`src/rtl/tx_shift_ctrl.sv`:
```
// rtl/tx_shift_ctrl.sv - load/shift strobe controller for a parallel-to-serial shift register
// Optional macro TX_SHIFT_CTRL_BACK2BACK_EN: accept the next word in DONE for gapless frames.
module tx_shift_ctrl #(
  parameter int NUM_BITS   = 8,
  parameter int BIT_PERIOD = 4
) (
  input  logic                clk,
  input  logic                rst,
  input  logic                tx_valid,
  input  logic [NUM_BITS-1:0] tx_data,
  output logic                tx_ready,
  output logic [NUM_BITS-1:0] parallel_out,
  output logic                load_enable,
  output logic                shift_enable,
  output logic                busy,
  output logic                frame_done
);

  localparam int PW = (BIT_PERIOD > 1) ? $clog2(BIT_PERIOD) : 1;
  localparam int BW = $clog2(NUM_BITS);
  localparam logic [PW-1:0] PERIOD_LAST = PW'(BIT_PERIOD - 1);
  localparam logic [BW-1:0] BIT_LAST    = BW'(NUM_BITS - 1);

  typedef enum logic [1:0] {
    S_IDLE,
    S_LOAD,
    S_SHIFT,
    S_DONE
  } state_t;

  state_t              state;
  state_t              state_next;
  logic [PW-1:0]       period_cnt;
  logic [BW-1:0]       bit_cnt;
  logic [NUM_BITS-1:0] hold;
  logic                accept;
  logic                period_end;
  logic                last_bit;

  assign accept       = tx_valid && tx_ready;
  assign period_end   = (state == S_SHIFT) && (period_cnt == PERIOD_LAST);
  assign last_bit     = (bit_cnt == BIT_LAST);
  assign parallel_out = hold;

  always_ff @(posedge clk) begin
    if (rst) begin
      state      <= S_IDLE;
      period_cnt <= '0;
      bit_cnt    <= '0;
      hold       <= '0;
    end else begin
      state <= state_next;
      if (accept) begin
        hold <= tx_data;
      end
      // Counters only run in SHIFT; every other state leaves them cleared for the next frame.
      if (state == S_SHIFT) begin
        if (period_end) begin
          period_cnt <= '0;
          if (!last_bit) begin
            bit_cnt <= bit_cnt + 1'b1;
          end
        end else begin
          period_cnt <= period_cnt + 1'b1;
        end
      end else begin
        period_cnt <= '0;
        bit_cnt    <= '0;
      end
    end
  end

  always_comb begin
    state_next = state;
    case (state)
      S_IDLE:  if (accept) state_next = S_LOAD;
      S_LOAD:  state_next = S_SHIFT;
      S_SHIFT: if (period_end && last_bit) state_next = S_DONE;
      S_DONE: begin
`ifdef TX_SHIFT_CTRL_BACK2BACK_EN
        state_next = accept ? S_LOAD : S_IDLE;
`else
        state_next = S_IDLE;
`endif
      end
      default: state_next = S_IDLE;
    endcase
  end

  always_comb begin
    tx_ready     = 1'b0;
    load_enable  = 1'b0;
    shift_enable = 1'b0;
    busy         = 1'b0;
    frame_done   = 1'b0;
    case (state)
      S_IDLE: tx_ready = 1'b1;
      S_LOAD: begin
        load_enable = 1'b1;
        busy        = 1'b1;
      end
      S_SHIFT: begin
        busy         = 1'b1;
        shift_enable = period_end && !last_bit;
      end
      S_DONE: begin
        frame_done = 1'b1;
`ifdef TX_SHIFT_CTRL_BACK2BACK_EN
        tx_ready   = 1'b1;
`endif
      end
      default: tx_ready = 1'b0;
    endcase
  end

endmodule

```
`config.mk`:
```
export PLATFORM = sky130hd
export DESIGN_NAME = tx_shift_ctrl
export DESIGN_NICKNAME = d
export VERILOG_FILES = /design/src/rtl/tx_shift_ctrl.sv
export SDC_FILE = /design/constraint.sdc
export NUM_CORES = 1
export LEC_CHECK = 0
export BUFFER_PORTS_ARGS = -buffer_cell sky130_fd_sc_hd__buf_4
export CAP_MARGIN = 20
export CELL_PAD_IN_SITES_DETAIL_PLACEMENT = 1
export CELL_PAD_IN_SITES_GLOBAL_PLACEMENT = 1
export CORE_MARGIN = 8
export CORE_UTILIZATION = 25
export DETAILED_ROUTE_END_ITERATION = 16
export GPL_ROUTABILITY_DRIVEN = 0
export GPL_TIMING_DRIVEN = 0
export PLACE_DENSITY_LB_ADDON = 0.1
export SYNTH_ARGS = -nofsm -noshare
export SYNTH_HDL_FRONTEND = slang
export SYNTH_SLANG_ARGS = --single-unit
```
`constraint.sdc`:
```
create_clock -name clk -period 1.8 [get_ports clk]
set_clock_uncertainty 0.15 [all_clocks]
set_input_delay 0.09 -clock clk [delete_from_list [all_inputs] [get_ports clk]]
set_output_delay 0.09 -clock clk [all_outputs]
set_load 0.005 [all_outputs]
```
# Word-level counts from Yosys, hierarchy flattened
# Index checks and enable logic that the tools add are counted.
totals:
  reg_bits: 15
  in_bits: 11
  output_inout_bits: 13
  wordCells: 34
classes:
  n_addsub: 2
  eq_ne: 7
  mux: 8
  bitwise: 2
  reduce_logical: 11
op_table:
  columns: ["op", "count"]
  rows:
  - ["one-hot mux 2 bit (4 select lines)", 1]
  - ["== test 2 bit (second input constant)", 3]
  - ["two-way mux 1 bit", 5]
  - ["logical AND 1 bit", 4]
  - ["two-way mux 2 bit", 2]
  - ["AND reduction 2 bit", 2]
  - ["OR reduction 2 bit", 2]
  - ["adder 3 x 1 -> 3 bit (second input constant)", 1]
  - ["== test 3 bit (second input constant)", 1]
  - ["OR reduction 3 bit", 1]
  - ["adder 2 x 1 -> 2 bit (second input constant)", 1]
  - ["== test 2 x 1 -> 1 bit (second input constant)", 1]
  - ["zero test 2 bit", 1]
  - ["!= test 2 x 1 -> 1 bit (second input constant)", 1]
  - ["!= test 2 bit (second input constant)", 1]
  - ["inverter 1 bit", 2]
  - ["zero test 1 bit", 1]

# Longest topological paths before layout
# Gate-level depths: netlist (run 1).
logic_depth:
  depth_word: 5
  depth_mapped: 6
  ltp_nobuf: 5

# Least setup slack after synthesis (run 1)
# Ideal clock, no wire load.
synth_path:
  path_type: "register to register"
  start: "register bit_cnt[0]"
  end: "register bit_cnt[1]"
  setup_ps: 114
  t_arrival_ps: 1116
  slack_ps: 419
  path_stages_with_launch: 6
  path_buffers: 0
  period_less_slack_ps: 1381
  path_cell_list: "dfxtp_1 > ha_1 > ha_1 > nand3b_2 > mux2i_1 > nor2_1"
synth_between:
  elab_chain_len: 3
synth_rtl:
  columns: ["element", "line", "rtl"]
  rows:
  - ["start, declared", "34", "logic [BW-1:0] bit_cnt;"]
  - ["start signal, assigned", "61", "bit_cnt <= bit_cnt + 1'b1;"]
  - ["parallel branches: the longest is 3 deep, another holds adder 3 x 1 -> 3 bit", null, null]
# Parallel ways; which one is timed is not known.
# A chain may end at the register's enable or synchronous reset.

# Worst setup path after layout (run 1)
layout_path:
  start: "register bit_cnt[0]"
  end: "output port shift_enable"
layout_between:
  elab_chain_len: 4
layout_rtl:
  columns: ["element", "line", "rtl"]
  rows:
  - ["== test 3 bit", "42", "assign last_bit = (bit_cnt == BIT_LAST);"]
  - ["zero test 1 bit", "104", "shift_enable = period_end && !last_bit;"]
  - ["logical AND 1 bit", "104", null]
  - ["two-way mux 1 bit", "96", "case (state)"]
  - ["end, declared", "14", "output logic shift_enable,"]
# No other way between the ends.

==> results.sh, run 1 <==
export IMPL_clk_latency_ns=0.28
export IMPL_setup_ws_ns=0.111
export IMPL_first_pass_iters=4
export IMPL_drive_gt1_share_pct=31.1
export IMPL_post_cts_setup_buffer_count=0
export IMPL_cts_tree="built"
export IMPL_cap_violations=0
export IMPL_grt_max_degree=11
export IMPL_core_sq_um=2500
export IMPL_grt_pass1_wl_microns=2680
export IMPL_path_buf_inv=2
export IMPL_routed_top_layer="met4"
export IMPL_path_class="flip-flop to output pin"
export IMPL_antennaDiodeCount=0
export IMPL_max_freq_ghz=0.592
export IMPL_setup_violations=0
export IMPL_path_cells="ha_1, ha_1, nand3b_2, inv_1, buf_4"
export IMPL_cts_root_buf="clkbuf_4"
export IMPL_dpl_cell_count=122
export IMPL_die_area_sq_um=4580
export IMPL_ios=24
export IMPL_nFillCells=307
export IMPL_required_ns=1.56
export IMPL_leakagePower_uw=0.000467
export IMPL_antenna_found_initial=0
export IMPL_seq_area_frac_synth_pct=45.0
export IMPL_critPathMaxFanout=4
export IMPL_final_nets=125
export IMPL_postPlaceCellArea_sq_um=862
export IMPL_cpMostUsedCell="ha_1"
export IMPL_crit_slowest_cell="dfxtp_1"
export IMPL_first_global_vias=596
export IMPL_switchingPower_uw=385
export IMPL_status="finished, final reports clean"
export IMPL_min_path_type="flip-flop to flip-flop"
export IMPL_fin_tns_setup_ns=0
export IMPL_grt_overflow_total=0
export IMPL_netlist_area_sq_um=667
export IMPL_wl_met3_microns=161
export IMPL_netlist_instances=71
export IMPL_clockPowerShare_pct=17.7
export IMPL_chipWidth_microns=67.7
export IMPL_fp_row_count=18
export IMPL_synthTopCellsByArea="dfxtp_1 45%, ha_1 13%, nand2_1 6.2%"
export IMPL_vias=611
export IMPL_startpoint_type="flip-flop"
export IMPL_dr_wl_met2_microns=750
export IMPL_finalInstanceArea_sq_um=988
export IMPL_syn_area_per_cell_sq_um=9.39
export IMPL_grt_usage_pct=7.80
export IMPL_ir_worst_vdd_v=0.000464
export IMPL_power_frac_seq_pct=39.3
export IMPL_ant_nets=0
export IMPL_pre_cts_ws_ns=0.296
export IMPL_routed_wl_microns=1660
export IMPL_finalHoldViolCount=0
export IMPL_synth_warnings=0
export IMPL_ctsLongestPathBuffers=2
export IMPL_cp_top_family="adder cells"
export IMPL_cts_hold_buf=10
export IMPL_viasPerCell=4.49
export IMPL_numPortBuffers=21
export IMPL_slowest_delay_ns=0.33
export IMPL_synth_nets=89
export IMPL_die_h_microns=67.7
export IMPL_swShare_pct=34.8
export IMPL_ctsResizeCount=0
export IMPL_critPathCaptureType="output pin"
export IMPL_clkSlewWorstSetupHoldPaths_ns=0.09
export IMPL_start_util_pct=26.7
export IMPL_wl_per_cell_microns=12.2
export IMPL_worst_slew_pin_slew_ns=0.202
export IMPL_wl_met1_microns=727
export IMPL_hpwl_microns=1230
export IMPL_htreeDepth=1
export IMPL_worst_ep_arrival_time_ns=1.45
export IMPL_drt_iter0_drc=13
export IMPL_ys_ff_latch=15
export IMPL_rsz0062_at_grt="false"
export IMPL_period_share_pct=93.8
export IMPL_cts_buffers=3
export IMPL_synth_top_cell_area_share_pct=45.0
export IMPL_route_detailed_drc=0
export IMPL_cts_sinks=15
export IMPL_powerDensity_nw_per_um2=1120
export IMPL_slew_headroom_pct=86.5
export IMPL_synth_top_cell_by_area="dfxtp_1"
export IMPL_slew_violations=0
export IMPL_synth_distinct_cells=19
export IMPL_intPower_uw=720
export IMPL_fin_crit_ns=1.69
export IMPL_instances_no_fill=136
export IMPL_p_comb_share_pct=43.0
export IMPL_area_growth_pct=48.2
kinds of logic after synthesis:
logic type / count (synthesis) / share of synthesized area [%]
multiplexers: 3 / 4.50
AO/OA/AOI/OAI: 10 / 9.01
AND/OR/NAND/NOR: 28 / 20.6
XOR/XNOR: 1 / 1.31
adder cells (fa/ha/maj): 7 / 13.1
buffers and inverters: 7 / 6.38
flip-flops: 15 / 45.0
power by group through the flow:
| stage | Clock [uW] | Sequential (uW) | Combinational, uW |
|---|---|---|---|
| floorplan | 0 | 439 | 265 |
| global placement | 0 | 442 | 464 |
| detailed placement | 0 | 444 | 471 |
| CTS | 210 | 436 | 488 |
| global route | 220 | 442 | 532 |
| finish | 196 | 434 | 475 |
Yosys cell counts:
cell type and instances:
a21oi_1 8, a21oi_2 1, buf_2 1, buf_6 2, dfxtp_1 15, ha_1 7
inv_1 3, inv_2 1, mux2i_1 3, nand2_1 11, nand2_2 2, nand3_1 8
nand3b_2 1, nor2_1 3, nor2b_2 1, nor3_1 1, nor3b_1 1, o221a_1 1
xor2_1 1
metrics by stage:
| stage | hold slack [ns] | util, % | power [uW] |
|---|---|---|---|
| 2_1_floorplan | 0.0848 | - | 704 |
| 3_3_place_gp | 0.164 | 34.5 | 906 |
| 3_5_place_dp | 0.164 | 34.5 | 916 |
| 4_1_cts | 0.296 | 39.5 | 1140 |
| 5_1_grt | 0.301 | 39.5 | 1190 |
| 6_report | 0.286 | 39.5 | 1100 |
flip-flops by register name, indices dropped and copies added, names as in the netlist:
name          count
bit_cnt           3
parallel_out      8
period_cnt        2
state             2
final timing paths:
kind,from,end,slack [ns],depth (start not counted)
min reg2reg,period_cnt[0],period_cnt[0],0.29,1
min,period_cnt[0],period_cnt[0],0.29,1
max reg2reg,state[0],parallel_out[6],0.30,6
max,bit_cnt[0],shift_enable,0.11,5
cell usage in the layout (no fill, tap or decap), types with 2 or more instances in the layout:
master	n
nand2_2	2
nor2_1	3
nand2_1	11
inv_1	3
buf_6	2
clkbuf_4	3
dfxtp_1	15
buf_4	21
a21oi_1	8
nand3_1	8
mux2i_1	3
dlygate4sd3_1	10
ha_1	7
metal layers:
layer / track usage, % / vias up
met5: 0 / -
met4: 3.92 / 0
met3: 4.14 / 5
met2: 12.4 / 17
met1: 8.24 / 280
li1: - / 309
cell type report:
type	instances	area, sq um	area share, %
multi-input combinational	49	324	32.8
tap	30	37.5	3.80
timing repair buffer	31	258	26.1
buffer	3	27.5	2.78
sequential	15	300	30.4
clock buffer	4	26.3	2.66
inverter	4	15.0	1.52
Power figures use the tool's default switching activity.
==> run 2: changes to the inputs <==
--- a/config.mk
+++ b/config.mk
@@ -9,12 +9,14 @@
 export CAP_MARGIN = 20
 export CELL_PAD_IN_SITES_DETAIL_PLACEMENT = 1
 export CELL_PAD_IN_SITES_GLOBAL_PLACEMENT = 1
+export CORE_ASPECT_RATIO = 1.5
 export CORE_MARGIN = 8
 export CORE_UTILIZATION = 25
+export CTS_BUF_LIST = sky130_fd_sc_hd__clkbuf_8
 export DETAILED_ROUTE_END_ITERATION = 16
 export GPL_ROUTABILITY_DRIVEN = 0
 export GPL_TIMING_DRIVEN = 0
-export PLACE_DENSITY_LB_ADDON = 0.1
+export PLACE_DENSITY = 0.68
 export SYNTH_ARGS = -nofsm -noshare
 export SYNTH_HDL_FRONTEND = slang
 export SYNTH_SLANG_ARGS = --single-unit
==> run 2 against run 1 <==
Effect of this change: register-to-register slack improved by 0.02 ns; final cell count increased by 5.1%; clock-buffer cell count decreased by 1; wire length increased by 1.7%; global-route usage increased by 0.55 points; flip-flop and latch count unchanged; sequential power about the same; critical path depth unchanged; clock power increased by 38%.
==> results.sh, run 2 (synthesis gave the netlist of run 1 again) <==
export IMPL_ios=24
export IMPL_status="finished, final reports clean"
export IMPL_grt_max_degree=11
export IMPL_htreeDepth=1
export IMPL_clkSlewWorstSetupHoldPaths_ns=0.06
export IMPL_multiInputGateArea_sq_um=324
export IMPL_final_nets=125
export IMPL_routed_wl_microns=1690
export IMPL_cts_sinks=15
export IMPL_nFillCells=318
export IMPL_ir_worst_vdd_v=0.000611
export IMPL_worst_ep_arrival_time_ns=1.43
export IMPL_fp_row_count=23
export IMPL_min_path_type="flip-flop to flip-flop"
export IMPL_area_growth_pct=52.3
export IMPL_hpwl_microns=1280
export IMPL_leakagePower_uw=0.000479
export IMPL_vias=611
export IMPL_slew_headroom_pct=84.8
export IMPL_core_sq_um=2620
export IMPL_die_area_sq_um=4610
export IMPL_startpoint_type="flip-flop"
export IMPL_antenna_found_initial=0
export IMPL_seqCellArea_sq_um=300
export IMPL_fin_total_pwr_uw=1180
export IMPL_first_global_vias=686
export IMPL_critPathCaptureType="output pin"
export IMPL_first_pass_iters=2
export IMPL_required_ns=1.56
export IMPL_grt_usage_pct=8.34
export IMPL_worst_slew_pin_slew_ns=0.228
export IMPL_clk_latency_ns=0.25
export IMPL_fin_crit_ns=1.67
export IMPL_crit_start="bit_cnt[0]"
export IMPL_critPathMaxFanout=4
export IMPL_finalHoldViolCount=0
export IMPL_setup_violations=0
export IMPL_ctsResizeCount=0
export IMPL_ctsLongestPathBuffers=2
export IMPL_cap_violations=0
export IMPL_ant_nets=0
export IMPL_final_common_cell="buf_4"
export IMPL_final_cell_mix="21 x buf_4, 15 x dfxtp_1, 11 x nand2_1"
export IMPL_cts_buffers=3
export IMPL_wl_per_cell_microns=11.8
export IMPL_cts_root_buf="clkbuf_8"
export IMPL_route_detailed_drc=0
export IMPL_period_share_pct=92.5
export IMPL_slew_violations=0
export IMPL_drt_iter0_drc=5
export IMPL_grt_pass1_wl_microns=3020
export IMPL_path_class="flip-flop to output pin"
export IMPL_drive_gt1_share_pct=31.1
export IMPL_viasPerCell=4.27
export IMPL_rsz0062_at_grt="false"
export IMPL_grt_overflow_total=0
export IMPL_cts_tree="built"
export IMPL_start_util_pct=25.5
export IMPL_powerDensity_nw_per_um2=1170
export IMPL_fin_hold_ws_ns=0.283
export IMPL_numPortBuffers=21
export IMPL_reg2reg_from="bit_cnt[0]"
export IMPL_min_from="period_cnt[0]"
export IMPL_die_h_microns=79.3
export IMPL_fin_tns_setup_ns=0
export IMPL_max_freq_ghz=0.601
export IMPL_chipWidth_microns=58.2
export IMPL_largest_reg_flops=8
export IMPL_antennaDiodeCount=0
==> run 2: cell types whose count changed in the layout (fill, tap and decap cells not counted) <==
| cell | delta |
|---|---|
| inv_1 | +1 |
| clkbuf_4 | -3 |
| clkbuf_1 | -1 |
| clkbuf_8 | +3 |
==> run 2: layout make-up <==
cell class / count / share of cell area, %
Tap cell: 37 / 4.56
Buffer: 3 / 2.71
Multi-Input combinational cell: 49 / 31.9
Timing Repair Buffer: 31 / 25.4
Clock buffer: 3 / 4.06
Inverter: 4 / 1.48
Sequential cell: 15 / 29.6
Clock inverter: 1 / 0.369
==> run 2: through the flow <==
step	std cells	cell area (sq um)	worst slack, ns	utilization [%]
final	143	1020	0.135	38.8
after global routing	143	1020	0.0631	38.8
after floorplan	71	667	0.419	-
after detailed placement	129	871	0.333	33.3
after CTS	143	1020	0.117	38.8
after global placement	129	871	0.356	33.3
==> run 2: critical path, cell delays in order, from the launching register on <==
cell,delay (ns)
dfxtp_1,0.32
ha_1,0.20
ha_1,0.19
nand3b_2,0.27
inv_1,0.09
buf_4,0.10
==> run 2: timing repair <==
action,4_1_cts,5_1_grt
endpoints found under the setup margin,0,0
buffers inserted,0,0
endpoints found under the hold margin,8,0
hold buffers,10,0
==> run 2: path summary, 6_finish.rpt <==
check | slack, ns | depth (start not counted) | to
setup / recovery | 0.13 | 5 | shift_enable
hold / removal | 0.28 | 1 | period_cnt[0]
hold reg to reg | 0.28 | 1 | period_cnt[0]
setup reg to reg | 0.32 | 5 | bit_cnt[2]
==> run 2: per-layer routing <==
metal	part of all wire, %	vias up	GRT usage, %
met2	55	16	16.0
met4	2.7	0	5.17
met1	37	282	7.21
met3	4.9	5	2.42
li1	-	308	-
met5	0	-	0
==> run 2: power by group <==
group          total [uW]  switching (uW)  internal, uW  leakage, uW
logic                 478             235           242     0.000329
clock network         271             120           151    0.0000269
registers             435            40.9           394     0.000122
total                1180             396           788     0.000479
